## config.mk

```make
export PLATFORM = sky130hd
export DESIGN_NAME = uart_tx_v2_flat
export DESIGN_NICKNAME = d
export VERILOG_FILES = /design/src/rtl/uart_pkg.sv /design/src/rtl/uart_tx_v2_if.sv /design/src/rtl/sync_fifo.sv /design/src/rtl/uart_tx_v2.sv /design/src/flat_wrapper.sv
export SDC_FILE = /design/constraint.sdc
export NUM_CORES = 1
export LEC_CHECK = 0
export CORE_MARGIN = 1.5
export CORE_UTILIZATION = 40
export CTS_BUF_LIST = sky130_fd_sc_hd__clkbuf_8
export CTS_CLUSTER_SIZE = 16
export DETAILED_ROUTE_END_ITERATION = 10
export GPL_ROUTABILITY_DRIVEN = 0
export PLACE_DENSITY = 0.58
export SLEW_MARGIN = 15
export SYNTH_ARGS = -nofsm -noshare
export SYNTH_HDL_FRONTEND = slang
export SYNTH_SLANG_ARGS = --single-unit
```

## constraint.sdc

```tcl
create_clock -name i_CLK -period 2.55 [get_ports i_CLK]
set_clock_uncertainty 0.05 [all_clocks]
set_input_delay 0.51 -clock i_CLK [delete_from_list [all_inputs] [get_ports i_CLK]]
set_output_delay 0.51 -clock i_CLK [all_outputs]
set_load 0.1 [all_outputs]
```

## src/rtl/uart_pkg.sv

```systemverilog
// Shared constants, state encoding and timing helper for the UART transmit path.
package uart_pkg;

    localparam logic [1:0] PAR_NONE = 2'b00;
    localparam logic [1:0] PAR_EVEN = 2'b01;
    localparam logic [1:0] PAR_ODD  = 2'b10;

    typedef enum logic [2:0] {
        ST_IDLE   = 3'd0,
        ST_START  = 3'd1,
        ST_DATA   = 3'd2,
        ST_PARITY = 3'd3,
        ST_STOP   = 3'd4
    } tx_state_t;

    function automatic int unsigned clk_per_bit(input int unsigned clk_freq,
                                                input int unsigned baud_rate);
        return clk_freq / baud_rate;
    endfunction

endpackage

```

## src/rtl/uart_tx_v2_if.sv

```systemverilog
// Core-side write handshake into the UART transmitter.
interface uart_tx_v2_if #(
    parameter int unsigned DATA_BITS = 8
);
    logic                 i_tx_DATA_VALID;
    logic                 o_tx_DATA_READY;
    logic [DATA_BITS-1:0] i_tx_DATA;

    modport master (output i_tx_DATA_VALID, output i_tx_DATA, input  o_tx_DATA_READY);
    modport slave  (input  i_tx_DATA_VALID, input  i_tx_DATA, output o_tx_DATA_READY);
endinterface

```

## src/rtl/sync_fifo.sv

```systemverilog
// Single-clock FIFO with registered occupancy count and registered full flag.
module sync_fifo #(
    parameter int unsigned  WIDTH = 8,
    parameter int unsigned  DEPTH = 16,
    localparam int unsigned CNT_W = $clog2(DEPTH + 1)
) (
    input  logic             i_CLK,
    input  logic             i_RESET,
    input  logic             push,
    input  logic             pop,
    input  logic [WIDTH-1:0] wr_data,
    output logic [WIDTH-1:0] rd_data,
    output logic             full,
    output logic             empty,
    output logic [CNT_W-1:0] count
);
    localparam int unsigned PTR_W = $clog2(DEPTH);

    logic [WIDTH-1:0] mem [DEPTH];
    logic [PTR_W-1:0] wr_ptr;
    logic [PTR_W-1:0] rd_ptr;
    logic [CNT_W-1:0] count_q;
    logic [CNT_W-1:0] count_nxt;
    logic             full_q;
    logic             do_push;
    logic             do_pop;

    assign do_push = push && !full_q;
    assign do_pop  = pop && (count_q != '0);

    always_comb begin
        count_nxt = count_q;
        if (do_push && !do_pop) begin
            count_nxt = count_q + CNT_W'(1);
        end else if (!do_push && do_pop) begin
            count_nxt = count_q - CNT_W'(1);
        end
    end

    // Pointers wrap naturally because DEPTH is a power of two.
    always_ff @(posedge i_CLK) begin
        if (i_RESET) begin
            wr_ptr  <= '0;
            rd_ptr  <= '0;
            count_q <= '0;
            full_q  <= 1'b0;
        end else begin
            if (do_push) wr_ptr <= wr_ptr + PTR_W'(1);
            if (do_pop)  rd_ptr <= rd_ptr + PTR_W'(1);
            count_q <= count_nxt;
            full_q  <= (count_nxt == CNT_W'(DEPTH));
        end
    end

    always_ff @(posedge i_CLK) begin
        if (do_push) mem[wr_ptr] <= wr_data;
    end

    assign rd_data = mem[rd_ptr];
    assign full    = full_q;
    assign empty   = (count_q == '0);
    assign count   = count_q;

endmodule

```

## src/rtl/uart_tx_v2.sv

```systemverilog
// FIFO-buffered UART transmitter: configurable width, optional parity, 1 or 2 stop bits.
module uart_tx_v2
    import uart_pkg::*;
#(
    parameter int unsigned BAUD_RATE  = 115200,
    parameter int unsigned CLK_FREQ   = 25000000,
    parameter int unsigned DATA_BITS  = 8,
    parameter int unsigned FIFO_DEPTH = 16
) (
    input  logic                              i_CLK,
    input  logic                              i_RESET,
    uart_tx_v2_if.slave                       tx_if,
    input  logic [1:0]                        i_PARITY_MODE,
    input  logic                              i_STOP2,
    output logic                              o_tx_SERIAL,
    output logic                              o_tx_BUSY,
    output logic                              o_tx_DONE,
    output logic [$clog2(FIFO_DEPTH+1)-1:0]   o_FIFO_COUNT
);
    localparam int unsigned CPB   = clk_per_bit(CLK_FREQ, BAUD_RATE);
    localparam int unsigned CNT_W = $clog2(CPB);
    localparam int unsigned BIT_W = $clog2(DATA_BITS);

    logic                 fifo_full;
    logic                 fifo_empty;
    logic [DATA_BITS-1:0] fifo_rd;
    logic                 pop_c;

    tx_state_t            state;
    logic [CNT_W-1:0]     baud_cnt;
    logic [BIT_W-1:0]     bit_idx;
    logic [DATA_BITS-1:0] shreg;
    logic                 par_bit;
    logic                 par_en;
    logic                 stop2;
    logic                 stop_idx;
    logic                 bit_tick;

    sync_fifo #(
        .WIDTH (DATA_BITS),
        .DEPTH (FIFO_DEPTH)
    ) u_fifo (
        .i_CLK   (i_CLK),
        .i_RESET (i_RESET),
        .push    (tx_if.i_tx_DATA_VALID),
        .pop     (pop_c),
        .wr_data (tx_if.i_tx_DATA),
        .rd_data (fifo_rd),
        .full    (fifo_full),
        .empty   (fifo_empty),
        .count   (o_FIFO_COUNT)
    );

    assign tx_if.o_tx_DATA_READY = !fifo_full;
    assign bit_tick  = (baud_cnt == CNT_W'(CPB - 1));
    assign pop_c     = (state == ST_IDLE) && !fifo_empty;
    assign o_tx_BUSY = (state != ST_IDLE) || !fifo_empty;

    // Line is registered from the current state, so it trails the FSM by one clock.
    always_ff @(posedge i_CLK) begin
        if (i_RESET) begin
            state       <= ST_IDLE;
            baud_cnt    <= '0;
            bit_idx     <= '0;
            shreg       <= '0;
            par_bit     <= 1'b0;
            par_en      <= 1'b0;
            stop2       <= 1'b0;
            stop_idx    <= 1'b0;
            o_tx_SERIAL <= 1'b1;
            o_tx_DONE   <= 1'b0;
        end else begin
            o_tx_DONE <= 1'b0;
            baud_cnt  <= (state == ST_IDLE || bit_tick) ? '0 : baud_cnt + CNT_W'(1);

            case (state)
                ST_START:  o_tx_SERIAL <= 1'b0;
                ST_DATA:   o_tx_SERIAL <= shreg[0];
                ST_PARITY: o_tx_SERIAL <= par_bit;
                default:   o_tx_SERIAL <= 1'b1;
            endcase

            case (state)
                ST_IDLE: begin
                    if (pop_c) begin
                        shreg   <= fifo_rd;
                        par_en  <= (i_PARITY_MODE == PAR_EVEN) || (i_PARITY_MODE == PAR_ODD);
                        par_bit <= (i_PARITY_MODE == PAR_ODD) ? ~(^fifo_rd) : (^fifo_rd);
                        stop2   <= i_STOP2;
                        state   <= ST_START;
                    end
                end
                ST_START: begin
                    if (bit_tick) begin
                        bit_idx <= '0;
                        state   <= ST_DATA;
                    end
                end
                ST_DATA: begin
                    if (bit_tick) begin
                        shreg <= shreg >> 1;
                        if (bit_idx == BIT_W'(DATA_BITS - 1)) begin
                            stop_idx <= 1'b0;
                            state    <= par_en ? ST_PARITY : ST_STOP;
                        end else begin
                            bit_idx <= bit_idx + BIT_W'(1);
                        end
                    end
                end
                ST_PARITY: begin
                    if (bit_tick) begin
                        stop_idx <= 1'b0;
                        state    <= ST_STOP;
                    end
                end
                ST_STOP: begin
                    if (bit_tick) begin
                        if (stop_idx || !stop2) begin
                            o_tx_DONE <= 1'b1;
                            state     <= ST_IDLE;
                        end else begin
                            stop_idx <= 1'b1;
                        end
                    end
                end
                default: state <= ST_IDLE;
            endcase
        end
    end

endmodule
```

## src/flat_wrapper.sv

```systemverilog
// flat-port wrapper written by rule: the top's interface ports become plain ports
module uart_tx_v2_flat import uart_pkg::*;
#(
    parameter int unsigned BAUD_RATE  = 115200,
    parameter int unsigned CLK_FREQ   = 25000000,
    parameter int unsigned DATA_BITS  = 8,
    parameter int unsigned FIFO_DEPTH = 16
)
  (i_CLK, i_RESET, i_PARITY_MODE, i_STOP2, o_tx_SERIAL, o_tx_BUSY, o_tx_DONE, o_FIFO_COUNT, tx_if_i_tx_DATA_VALID, tx_if_i_tx_DATA, tx_if_o_tx_DATA_READY);
  uart_tx_v2_if #(.DATA_BITS(DATA_BITS)) tx_if_i ();
  input  logic i_CLK;
  input  logic i_RESET;
  input  logic [1:0] i_PARITY_MODE;
  input  logic i_STOP2;
  output logic o_tx_SERIAL;
  output logic o_tx_BUSY;
  output logic o_tx_DONE;
  output logic [$clog2(FIFO_DEPTH+1)-1:0] o_FIFO_COUNT;
  input wire logic [$bits(tx_if_i.i_tx_DATA_VALID)-1:0] tx_if_i_tx_DATA_VALID;
  input wire logic [$bits(tx_if_i.i_tx_DATA)-1:0] tx_if_i_tx_DATA;
  output wire logic [$bits(tx_if_i.o_tx_DATA_READY)-1:0] tx_if_o_tx_DATA_READY;
  assign tx_if_i.i_tx_DATA_VALID = tx_if_i_tx_DATA_VALID;
  assign tx_if_i.i_tx_DATA = tx_if_i_tx_DATA;
  assign tx_if_o_tx_DATA_READY = tx_if_i.o_tx_DATA_READY;
  uart_tx_v2 #(.BAUD_RATE(BAUD_RATE), .CLK_FREQ(CLK_FREQ), .DATA_BITS(DATA_BITS), .FIFO_DEPTH(FIFO_DEPTH)) u_core (.i_CLK(i_CLK), .i_RESET(i_RESET), .tx_if(tx_if_i), .i_PARITY_MODE(i_PARITY_MODE), .i_STOP2(i_STOP2), .o_tx_SERIAL(o_tx_SERIAL), .o_tx_BUSY(o_tx_BUSY), .o_tx_DONE(o_tx_DONE), .o_FIFO_COUNT(o_FIFO_COUNT));
endmodule
```

==> flow_results.xml <==
<?xml version="1.0" encoding="UTF-8"?>
<metrics>
  <group name="outcome">
    <metric name="run_status" unit="">finished with violations</metric>
    <metric name="violated_checks" unit="">setup timing</metric>
  </group>
  <group name="worst_setup_path">
    <metric name="crit_slowest_cell" unit="">sky130_fd_sc_hd__mux4_2</metric>
    <metric name="critical_path.startpoint_type" unit="">flip-flop</metric>
    <metric name="slowest_stage_delay_on_critical_path" unit="ps">530</metric>
    <metric name="end_kind" unit="">flip-flop</metric>
    <metric name="critical_path_peak_fanout" unit="">9</metric>
    <metric name="crit_required" unit="ps">2830</metric>
    <metric name="crit_family" unit="">multiplexers</metric>
    <metric name="path_common_cell" unit="">sky130_fd_sc_hd__mux4_2</metric>
    <metric name="timing_worst_setup_path_type" unit="">reg2reg</metric>
    <metric name="path_cells" unit="">buf_12 -&gt; mux4_2 -&gt; mux4_2 -&gt; xor2_2 -&gt; xnor2_2 -&gt; xnor3_1 -&gt; mux2i_1 -&gt; nor2_1</metric>
    <metric name="critPathArrivalTime" unit="ps">2870</metric>
    <metric name="reg2regPathDepth" unit="">8</metric>
    <metric name="cp_num_buf_inv" unit="">1</metric>
    <metric name="regToRegEndpoint" unit="">u_core.par_bit$_SDFFE_PP0P_</metric>
    <metric name="timing.reg2reg.setup_slack" unit="ps">-40</metric>
  </group>
  <group name="drt">
    <metric name="drt-pass1-iter-count" unit="">5</metric>
    <metric name="route.detailed.wl_per_inst" unit="um">18.6</metric>
    <metric name="via_density_per_instance" unit="">5.30</metric>
    <metric name="final_antenna_violating_net_count" unit="">0</metric>
    <metric name="route.vias.total" unit="">4051</metric>
    <metric name="totalWireLength" unit="mm">14.2</metric>
    <metric name="drtIter0Drc" unit="">312</metric>
    <metric name="drcViolationCount" unit="">0</metric>
  </group>
  <group name="clock_tree">
    <metric name="post_cts_hold_buffers" unit="">0</metric>
    <metric name="cts-root-buf" unit="">sky130_fd_sc_hd__clkbuf_8</metric>
    <metric name="clk_transition_reported_paths" unit="ps">90</metric>
    <metric name="numCtsBuffers" unit="">17</metric>
    <metric name="cts_tree" unit="">done</metric>
    <metric name="cts.htree.levels" unit="">4</metric>
    <metric name="insertion_delay_of_the_later_clocked_pin_in_the_worst_skew_pair" unit="ps">450</metric>
    <metric name="cts_buffer_depth" unit="">2</metric>
    <metric name="tritoncts_num_sinks" unit="">174</metric>
  </group>
  <group name="synth">
    <metric name="synth_area" unit="sq mm">0.00722</metric>
    <metric name="synth.ff_latch_count" unit="">174</metric>
    <metric name="synth.net_count" unit="">503</metric>
    <metric name="synth_cells" unit="">477</metric>
    <metric name="post_synth_num_cell_types" unit="">44</metric>
    <metric name="ys.flop_type" unit="">sky130_fd_sc_hd__edfxtp_1</metric>
    <metric name="yosysWarnings" unit="">0</metric>
    <metric name="synth_sequential_area_ratio" unit="%">66.0</metric>
    <metric name="synth_edf_count" unit="">128</metric>
    <metric name="syn_avg_cell_area" unit="sq um">15.1</metric>
    <metric name="asyncSetResetFlopFracSynth" unit="%">0</metric>
  </group>
  <group name="timing">
    <metric name="finalWorstSetupSlack" unit="ps">-44.9</metric>
    <metric name="clock.fmax" unit="MHz">385</metric>
    <metric name="final-hold-violation-count" unit="">0</metric>
    <metric name="final_worst_path_period_share" unit="%">102</metric>
    <metric name="drv_slew" unit="">0</metric>
    <metric name="rsz0062_at_grt" unit="">yes</metric>
    <metric name="tns" unit="ps">-44.9</metric>
    <metric name="setup_viol" unit="">1</metric>
    <metric name="worst-slew-pin-transition" unit="ps">542</metric>
    <metric name="period_needed" unit="ps">2590</metric>
    <metric name="slew_headroom" unit="%">63.7</metric>
  </group>
  <group name="pwr">
    <metric name="power.switching_fraction" unit="%">34.2</metric>
    <metric name="internal_power" unit="uW">5150</metric>
    <metric name="seqPwrFrac" unit="%">43.2</metric>
    <metric name="comb_power_share" unit="%">35.0</metric>
    <metric name="clk_network_pwr_share" unit="%">21.8</metric>
    <metric name="p_leak" unit="uW">0.00275</metric>
    <metric name="power_switching" unit="uW">2680</metric>
    <metric name="peakVddDrop" unit="mV">1.16</metric>
    <metric name="report.power.total" unit="uW">7830</metric>
    <metric name="powerDensity" unit="mW/mm^2">954</metric>
  </group>
  <group name="layout">
    <metric name="fraction_of_layout_instances_using_a_drive_strength_above_1" unit="%">19.7</metric>
    <metric name="nNetsFinal" unit="">552</metric>
    <metric name="area_delta_synth_final" unit="%">13.6</metric>
    <metric name="antenna_cells_inserted" unit="">0</metric>
    <metric name="layoutNonFillerInstCount" unit="">764</metric>
  </group>
  <group name="min_path">
    <metric name="worstHoldStart" unit="">u_core.baud_cnt[0]$_SDFF_PP0_</metric>
    <metric name="worst_hold_path_type" unit="">reg2reg</metric>
    <metric name="cell_depth_of_the_worst_hold_path" unit="">1</metric>
    <metric name="hold_path_end" unit="">u_core.baud_cnt[0]$_SDFF_PP0_</metric>
  </group>
  <group name="flow_run">
    <metric name="max_cap_viol_count" unit="">0</metric>
  </group>
  <group name="floorplan">
    <metric name="design.core.area" unit="sq mm">0.0175</metric>
    <metric name="initial_utilization" unit="%">41.3</metric>
    <metric name="height_of_the_die" unit="um">137</metric>
    <metric name="die_area" unit="sq mm">0.0189</metric>
    <metric name="die_w" unit="um">137</metric>
    <metric name="ioPinCount" unit="">23</metric>
    <metric name="floorplan_row_count" unit="">48</metric>
  </group>
  <group name="global_route">
    <metric name="maximum_number_of_pins_on_one_net_before_global_route_repair" unit="">38</metric>
    <metric name="global_route.usage.total" unit="%">16.3</metric>
    <metric name="via_count_of_the_first_global_routing_pass" unit="">3930</metric>
    <metric name="grt_antenna_before_repair" unit="">0</metric>
    <metric name="grt_first_pass_wirelength" unit="mm">22.2</metric>
    <metric name="global_route.overflow_total" unit="">0</metric>
  </group>
  <group name="placement">
    <metric name="dpl.cell_count" unit="">729</metric>
    <metric name="dpl.hpwl" unit="mm">9.30</metric>
    <metric name="place.port_buffers" unit="">22</metric>
  </group>
</metrics>
## cell families (layout without fill, tap and decap cells)
logic type               Yosys count  in the layout  share of synthesized area, %
AO/OA/AOI/OAI                     46             46                          4.23
multiplexers                      41             41                          12.8
XOR/XNOR                          18             18                          2.89
flip-flops                       174            174                          66.0
AND/OR/NAND/NOR                  147            147                          8.96
adder cells (fa/ha/maj)           12             12                          2.08
buffers and inverters             39            101                          3.05
## registers in the layout (all words and copies together), names as in the netlist, 3 cells and up, named ones only
name and cells:
u_core.state 3, u_core.u_fifo.mem 128, u_core.u_fifo.wr_ptr 4, u_core.baud_cnt 8, u_core.u_fifo.rd_ptr 4, u_core.shreg 8, u_core.bit_idx 3, u_core.u_fifo.count 5
## worst max-delay path by stage
stage	cells past startpoint	slack [ps]	startpoint	end
floorplan	10	4	flip-flop	u_core.par_bit$_SDFFE_PP0P_
global placement	8	-70	flip-flop	u_core.par_bit$_SDFFE_PP0P_
detailed placement	8	-100	flip-flop	u_core.par_bit$_SDFFE_PP0P_
CTS	8	-70	flip-flop	u_core.par_bit$_SDFFE_PP0P_
global route	8	-170	flip-flop	u_core.par_bit$_SDFFE_PP0P_
finish	8	-40	flip-flop	u_core.par_bit$_SDFFE_PP0P_
## per-stage QoR
stage	utilization (%)	worst slack (ps)	hold slack (ps)	cell area, sq um
3_3_place_gp	44.7	-67.3	394	7810
4_1_cts	46.8	-65.2	424	8180
5_1_grt	47.0	-166	460	8210
2_1_floorplan	-	4.05	380	7220
3_5_place_dp	44.7	-100	402	7810
6_report	47.0	-44.9	418	8210
## power by group through the flow
stage                     Clock (uW)  Combinational (uW)  Sequential [uW]
after CTS                       1770                2720             3380
after detailed placement           0                2640             3430
after global placement             0                2600             3430
after global routing            1880                2960             3410
after floorplan                    0                1850             3600
final                           1700                2740             3380
## cells in the final DEF (no fill, tap or decap), drive strengths merged, types with 6 or more instances in the layout
| master | netlist | routed |
|---|---|---|
| edfxtp | 128 | 128 |
| nor2 | 63 | 63 |
| dfxtp | 46 | 46 |
| buf | 10 | 42 |
| nand2 | 36 | 36 |
| mux4 | 36 | 36 |
| inv | 14 | 23 |
| nand3 | 17 | 17 |
| clkbuf | 14 | 17 |
| o21ai | 13 | 13 |
| clkdlybuf4s50 | 0 | 13 |
| ha | 12 | 12 |
| nor3 | 9 | 9 |
| a21oi | 8 | 8 |
| a311oi | 8 | 8 |
| xor2 | 8 | 8 |
| xnor2 | 7 | 7 |
| a22oi | 7 | 7 |
| nor2b | 6 | 6 |
## cell type report
type	count	area (sq um)
Inverter	14	52.6
Timing Repair Buffer	55	519
Sequential cell	174	4770
Fill cell	1534	9270
Tap cell	225	282
Multi-Input combinational cell	264	2230
Clock inverter	15	113
Clock buffer	17	234
## cells in the mapped netlist (2+ instances only)
cell type	number	area [sq um]
sky130_fd_sc_hd__xnor3_2	2	47.6
sky130_fd_sc_hd__xnor2_1	6	52.6
sky130_fd_sc_hd__o21ai_0	13	65.1
sky130_fd_sc_hd__mux4_1	17	447
sky130_fd_sc_hd__a311oi_1	8	70.1
sky130_fd_sc_hd__nand3_1	17	85.1
sky130_fd_sc_hd__buf_1	2	7.51
sky130_fd_sc_hd__buf_6	2	22.5
sky130_fd_sc_hd__mux4_2	19	428
sky130_fd_sc_hd__dfxtp_1	46	921
sky130_fd_sc_hd__a211oi_1	4	30.0
sky130_fd_sc_hd__nor4_1	2	12.5
sky130_fd_sc_hd__clkbuf_1	12	45.0
sky130_fd_sc_hd__nand2_1	36	135
sky130_fd_sc_hd__a31oi_1	2	12.5
sky130_fd_sc_hd__nand2b_1	3	18.8
sky130_fd_sc_hd__or3_1	4	25.0
sky130_fd_sc_hd__clkbuf_4	2	15.0
sky130_fd_sc_hd__nor2b_1	6	37.5
sky130_fd_sc_hd__ha_1	12	150
sky130_fd_sc_hd__edfxtp_1	128	3840
sky130_fd_sc_hd__mux2i_1	5	50.1
sky130_fd_sc_hd__buf_12	2	40.0
sky130_fd_sc_hd__nor3_1	9	45.0
sky130_fd_sc_hd__inv_1	14	52.6
sky130_fd_sc_hd__a22oi_1	7	52.6
sky130_fd_sc_hd__buf_4	2	15.0
sky130_fd_sc_hd__buf_2	2	10.0
sky130_fd_sc_hd__nand4_1	2	12.5
sky130_fd_sc_hd__a21oi_1	8	40.0
sky130_fd_sc_hd__nor2_1	63	236
sky130_fd_sc_hd__xor2_1	8	70.1
## layer usage
layer	global-route usage [%]	share of wire, %
met5	0	0
met4	4.33	0.88
met3	3.86	4.1
met2	27.1	49
met1	21.5	46
## what timing repair did
action                     4_1_cts  5_1_grt
resized for setup               10        4
gates cloned                     1        0
setup endpoints to repair        1        4
pin swaps                        2        1
buffers inserted                 1        1
Note: power is estimated with default switching activity, not from simulation.
